===== config.mk =====
export PLATFORM = sky130hd
export DESIGN_NAME = wash_job_scheduler
export DESIGN_NICKNAME = d
export VERILOG_FILES = /design/src/rtl/wash_job_scheduler.sv
export SDC_FILE = /design/constraint.sdc
export NUM_CORES = 1
export LEC_CHECK = 0
export BUFFER_PORTS_ARGS = -buffer_cell sky130_fd_sc_hd__buf_2
export CAP_MARGIN = 25
export CORE_AREA = 3 3 82 76
export DETAILED_ROUTE_END_ITERATION = 16
export DIE_AREA = 0 0 85 79
export HOLD_SLACK_MARGIN = 0.1
export PLACE_DENSITY = 0.64
export SLEW_MARGIN = 20
export SYNTH_ARGS = -nofsm -noshare
export SYNTH_HDL_FRONTEND = slang
export SYNTH_SLANG_ARGS = --single-unit

===== constraint.sdc =====
create_clock -name clk -period 6.75 [get_ports clk]
set_clock_uncertainty 0.2 [all_clocks]
set_input_delay 0.3375 -clock clk [delete_from_list [all_inputs] [get_ports clk]]
set_output_delay 0.3375 -clock clk [all_outputs]
set_load 0.01 [all_outputs]

===== src/rtl/wash_job_scheduler.sv =====
// wash_job_scheduler
//   Buffers wash jobs in a small FIFO and runs them one at a time on a single
//   washing machine. Each launch holds wm_start high for LAUNCH_CYC cycles. The
//   job is retired on the rising edge of the machine's done. While a job runs,
//   the user pause level is forwarded to the machine. A watchdog counts
//   unpaused run cycles and latches a sticky fault if the machine never
//   finishes.
//
// Ports
//   clk, rst        rising-edge clock, synchronous active-high reset
//   job_valid       job offered; accepted when job_ready is also high
//   job_double/dry  mode bits carried with the job
//   job_ready       FIFO has room, no flush in progress, no fault
//   flush           drop every queued (not yet launched) job
//   pause_req       user pause level, forwarded only while running
//   wm_start        launch pulse to the machine
//   wm_double_wash  mode to the machine, held from launch to retirement
//   wm_dry_wash     mode to the machine, held from launch to retirement
//   wm_time_pause   registered copy of pause_req while running
//   wm_done         machine done level (stays high until the next start)
//   busy            a job is launched and not yet retired
//   queue_level     FIFO occupancy, 0..DEPTH
//   jobs_done       completed-job count, saturating at 255
//   fault           watchdog expired; cleared only by rst
module wash_job_scheduler #(
    parameter int DEPTH       = 4,
    parameter int LAUNCH_CYC  = 2,
    parameter int TIMEOUT_CYC = 400,
    parameter int TMR_W       = 9
) (
    input  logic                   clk,
    input  logic                   rst,
    input  logic                   job_valid,
    input  logic                   job_double,
    input  logic                   job_dry,
    output logic                   job_ready,
    input  logic                   flush,
    input  logic                   pause_req,
    output logic                   wm_start,
    output logic                   wm_double_wash,
    output logic                   wm_dry_wash,
    output logic                   wm_time_pause,
    input  logic                   wm_done,
    output logic                   busy,
    output logic [$clog2(DEPTH):0] queue_level,
    output logic [7:0]             jobs_done,
    output logic                   fault
);
    localparam int AW = $clog2(DEPTH);
    localparam int LW = $clog2(LAUNCH_CYC + 1);
    localparam logic [AW:0]      FULL_LEVEL  = (AW + 1)'(DEPTH);
    localparam logic [LW-1:0]    LAUNCH_LAST = LW'(LAUNCH_CYC);
    localparam logic [TMR_W-1:0] TIMER_LAST  = TMR_W'(TIMEOUT_CYC - 1);

    typedef enum logic [1:0] {S_IDLE, S_LAUNCH, S_RUN, S_FAULT} state_t;

    typedef struct packed {
        logic dbl;
        logic dry;
    } job_t;

    state_t           state;
    job_t             mem [DEPTH];
    logic [AW-1:0]    wr_ptr;
    logic [AW-1:0]    rd_ptr;
    logic [LW-1:0]    launch_cnt;
    logic [TMR_W-1:0] timer;
    logic             wm_done_q;
    logic             push;
    logic             pop;
    logic             done_rise;

    // Readiness looks at the current level only, so a full FIFO never takes a
    // push on the same edge that pops it.
    assign job_ready = (queue_level < FULL_LEVEL) & ~flush & ~fault;
    assign push      = job_valid & job_ready;
    // Only an idle, non-faulted scheduler pops; flush suppresses the pop too.
    assign pop       = (state == S_IDLE) & (queue_level != '0) & ~flush;
    assign done_rise = wm_done & ~wm_done_q;

    // NOTE: job payload storage carries no reset; pointers and level define
    // which entries are live, so stale contents are never observed.
    always_ff @(posedge clk) begin
        if (push) begin
            mem[wr_ptr] <= {job_double, job_dry};
        end
    end

    // NOTE: sequential state uses non-blocking assignments so every register
    // samples the pre-edge values regardless of statement order.
    always_ff @(posedge clk) begin
        if (rst || flush) begin
            wr_ptr      <= '0;
            rd_ptr      <= '0;
            queue_level <= '0;
        end else begin
            if (push) wr_ptr <= wr_ptr + AW'(1);
            if (pop)  rd_ptr <= rd_ptr + AW'(1);
            case ({push, pop})
                2'b10:   queue_level <= queue_level + (AW + 1)'(1);
                2'b01:   queue_level <= queue_level - (AW + 1)'(1);
                default: ;
            endcase
        end
    end

    always_ff @(posedge clk) begin
        if (rst) begin
            state          <= S_IDLE;
            wm_done_q      <= 1'b0;
            wm_start       <= 1'b0;
            wm_double_wash <= 1'b0;
            wm_dry_wash    <= 1'b0;
            wm_time_pause  <= 1'b0;
            busy           <= 1'b0;
            fault          <= 1'b0;
            jobs_done      <= '0;
            launch_cnt     <= '0;
            timer          <= '0;
        end else begin
            wm_done_q <= wm_done;
            case (state)
                S_IDLE: begin
                    if (pop) begin
                        {wm_double_wash, wm_dry_wash} <= mem[rd_ptr];
                        wm_start   <= 1'b1;
                        busy       <= 1'b1;
                        launch_cnt <= LW'(1);
                        state      <= S_LAUNCH;
                    end
                end
                S_LAUNCH: begin
                    // launch_cnt counts the start-high cycles already issued.
                    if (launch_cnt == LAUNCH_LAST) begin
                        wm_start <= 1'b0;
                        timer    <= '0;
                        state    <= S_RUN;
                    end else begin
                        launch_cnt <= launch_cnt + LW'(1);
                    end
                end
                S_RUN: begin
                    // Retirement is checked first so a done on the final
                    // watchdog cycle still completes the job.
                    if (done_rise) begin
                        if (jobs_done != 8'hFF) jobs_done <= jobs_done + 8'd1;
                        busy           <= 1'b0;
                        wm_double_wash <= 1'b0;
                        wm_dry_wash    <= 1'b0;
                        wm_time_pause  <= 1'b0;
                        state          <= S_IDLE;
                    end else if (!pause_req && timer == TIMER_LAST) begin
                        fault          <= 1'b1;
                        busy           <= 1'b0;
                        wm_double_wash <= 1'b0;
                        wm_dry_wash    <= 1'b0;
                        wm_time_pause  <= 1'b0;
                        state          <= S_FAULT;
                    end else begin
                        wm_time_pause <= pause_req;
                        if (!pause_req) timer <= timer + TMR_W'(1);
                    end
                end
                S_FAULT: ;
                default: state <= S_IDLE;
            endcase
        end
    end
endmodule


==> results_dict.tcl <==
set metrics [dict create \
    yosysTopAreaCellShare_pct 34.02 \
    stdcell_area_um2 2476 \
    rows 25 \
    grt_pass1_wl_um 7148 \
    fmax_mhz 383.3 \
    die_width_um 85 \
    rsz0062_at_grt "false" \
    synth_fa_ha_area_share_pct 7.241 \
    synth_area_leaders "dfxtp_1 34%, edfxtp_1 11%, ha_1 6.3%, nor2_1 4.1%, a21oi_1 3.9%" \
    h-tree-depth 2 \
    start_kind "register" \
    synth.avg_cell_area_um2 10.03 \
    synth_seq_cells 45 \
    status "complete, no violations" \
    vdd_drop_max_mv 0.1207 \
    switching_share_pct 28.54 \
    dp.cells 303 \
    maxCapViolCount 0 \
    drv_slew 0 \
    synth_top_family_by_area "simple AND/OR/NAND/NOR gates" \
    num-nets-final 266 \
    dieArea_um2 6715 \
    synth_compound_area_share_pct 13.45 \
    slowest_delay_ns 0.40 \
    total_power_uw 543.9 \
    synth-edff-count 8 \
    routed_wl_um 4146 \
    core_area_um2 5349 \
    synth-simple-area-share_pct 22.41 \
    post-route-period-util_pct 38.65 \
    cts_tree "built" \
    p_leak_nw 0.9190 \
    worst_slew_pin_slew_ns 0.5448 \
    clkPwrFrac_pct 31.6 \
    holdWs_ns 0.1431 \
    cts.sink_count 45 \
    yosysWarnings 0 \
    first_pass_iters 4 \
    ys_seq_area_share_pct 45.06 \
    synthXorXnorAreaFrac_pct 5.632 \
    slew_headroom_pct 63.61 \
    period_needed_ns 2.609 \
    gr-total-overflow 0 \
    grt_max_degree 25 \
    power.density_nw_per_um2 219.6 \
    synthMuxAreaShare_pct 3.046 \
    crit_chain "inv_1 > ha_1 > nor3b_2 > ha_1 > inv_1 > fa_1 > xor2_1 > or3_1 > a21oi_1" \
    ys_types 55 \
    syn_area_um2 2177 \
    vias_per_cell 5.089 \
    chipHeight_um 79 \
    ios 26 \
    finalNonFillerCells 314 \
    fin_tns_setup_ns 0 \
    initial_core_util_pct 40.70 \
    worst_skew_pair.late_latency_ns 0.31 \
    fin_util_pct 46.29 \
    p_int_uw 388.7 \
    root_buffer "clkbuf_8" \
    yosysTopAreaCell "dfxtp_1" \
    grt_usage_pct 13.43 \
    cts.path.max_buffers 2 \
    path_max_fanout 6 \
    fill_cells 514 \
    power_frac_comb_pct 16.0 \
    syn_inst 217 \
    drive_gt1_share_pct 20.24 \
    synth_nets 237 \
    clkTransAtPathRegs_ns 0.09 \
    cpMaxStageDelayCell "nor3b_2" \
    portBuffers 25 \
    num_vias 1598 \
    drc 0 \
    setup_viol_count_final 0 \
    fin_ws_ns 4.141 \
    layout_commonest_cell "dfxtp_1" \
    placed_cell_area_um2 2355 \
    post-dp-hpwl_um 2976 \
    timing_worst_setup_path_type "reg -> reg" \
    diodes 0 \
    synthArstFlopShare_pct 0 \
    path_buf_inv 2 \
    switching_power_uw 155.2 \
    cp_top_family "adder cells" \
    end_kind "register" \
    area_growth_syn_to_layout_pct 13.74 \
    grt_pass1_vias 1520 \
    drt-initial-drc-count 79 \
    pwr-share-seq_pct 52.5 \
    worst_ep_required_time_ns 6.79 \
    final_hold_viol_count 0 \
    hp-class "in -> reg" \
    synth_ff_type "dfxtp_1" \
    gp_congestion 0.7726 \
    antenna_found_initial 0 \
    crit_arrival_ns 2.65 \
    wl_per_cell_um 13.20 \
    post_cts_buffers 0 \
    ant_nets 0 \
    layout_common_cells "37 x dfxtp_1, 25 x buf_2, 24 x nor2_1" \
    numCtsBuffers 5 \
    place_ws_ns 4.159 \
]
-- registers in the layout (all words and copies together) (netlist names), 2 cells and up, named ones only --
signal / cells
jobs_done: 8
launch_cnt: 2
mem: 8
queue_level: 3
rd_ptr: 2
state: 2
timer: 9
wr_ptr: 2
-- cell families after synthesis --
logic type / count (synthesis)
simple gates: 84
flops: 45
compound gates: 42
buf+inv: 16
xor+xnor: 14
fa+ha+maj: 12
mux: 4
-- tightest hold or removal path: cells and delay by family --
| kind | cells | cell delay, ns |
|---|---|---|
| buf+inv | 1 | 0.13 |
| simple gates | 1 | 0.07 |
| compound gates | 1 | 0.07 |
-- worst paths after layout --
| check | start | end | slack (ns) | depth (start not counted) |
|---|---|---|---|---|
| worst max-delay path | state[0] | queue_level[2] | 4.14 | 9 |
| worst min-delay path | pause_req | wm_time_pause | 0.14 | 3 |
| worst max register to register | state[0] | queue_level[2] | 4.14 | 9 |
| worst min register to register | timer[7] | timer[7] | 0.28 | 2 |
-- power groups by stage --
stage	Sequential, mW	Clock [mW]	Combinational [mW]
global placement	0.291	0	0.0849
floorplan	0.292	0	0.0664
CTS	0.285	0.178	0.0871
finish	0.285	0.172	0.0869
global route	0.286	0.189	0.0976
detailed placement	0.291	0	0.0853
-- routing by layer --
layer	global-route usage (%)	share of wire, %	vias up
met5	0	0	-
met4	6.646	1.9	0
met3	3.838	4.4	8
met2	19.33	43	22
met1	18.32	51	741
li1	-	-	827
-- synthesized netlist by cell type (2+ instances only) --
cell       n
a211oi_2   2
dfxtp_1   37
nor2b_1    3
a21oi_1   17
mux4_2     2
and2_1     3
edfxtp_1   8
or3_1      5
nand2_1    9
o21ai_0    6
o31ai_1    2
nand3_2    2
inv_1     10
xor2_1     9
nand2b_1   7
o21bai_1   2
nor2_1    24
xnor2_1    5
ha_1      11
clkbuf_1   3
nand4_1    3
nand3_1    9
buf_4      2
and3_1     5
-- final cells by class --
class	count	area (um^2)	area share, %
clock buffer	5	68.82	2.779
clock inverter	3	22.52	0.9096
inverter	10	37.54	1.516
multi-input combinational	156	1127	45.53
sequential	45	980.9	39.62
tap	67	83.83	3.386
timing repair buffer	28	155.1	6.266
-- timing repair --
| action | in CTS | in global routing |
|---|---|---|
| resized for setup | 0 | 0 |
| endpoints found under the setup margin | 0 | 0 |
| hold endpoints to repair | 9 | 0 |
| hold buffers | 3 | 0 |
Note: power is estimated with default switching activity, not from simulation.
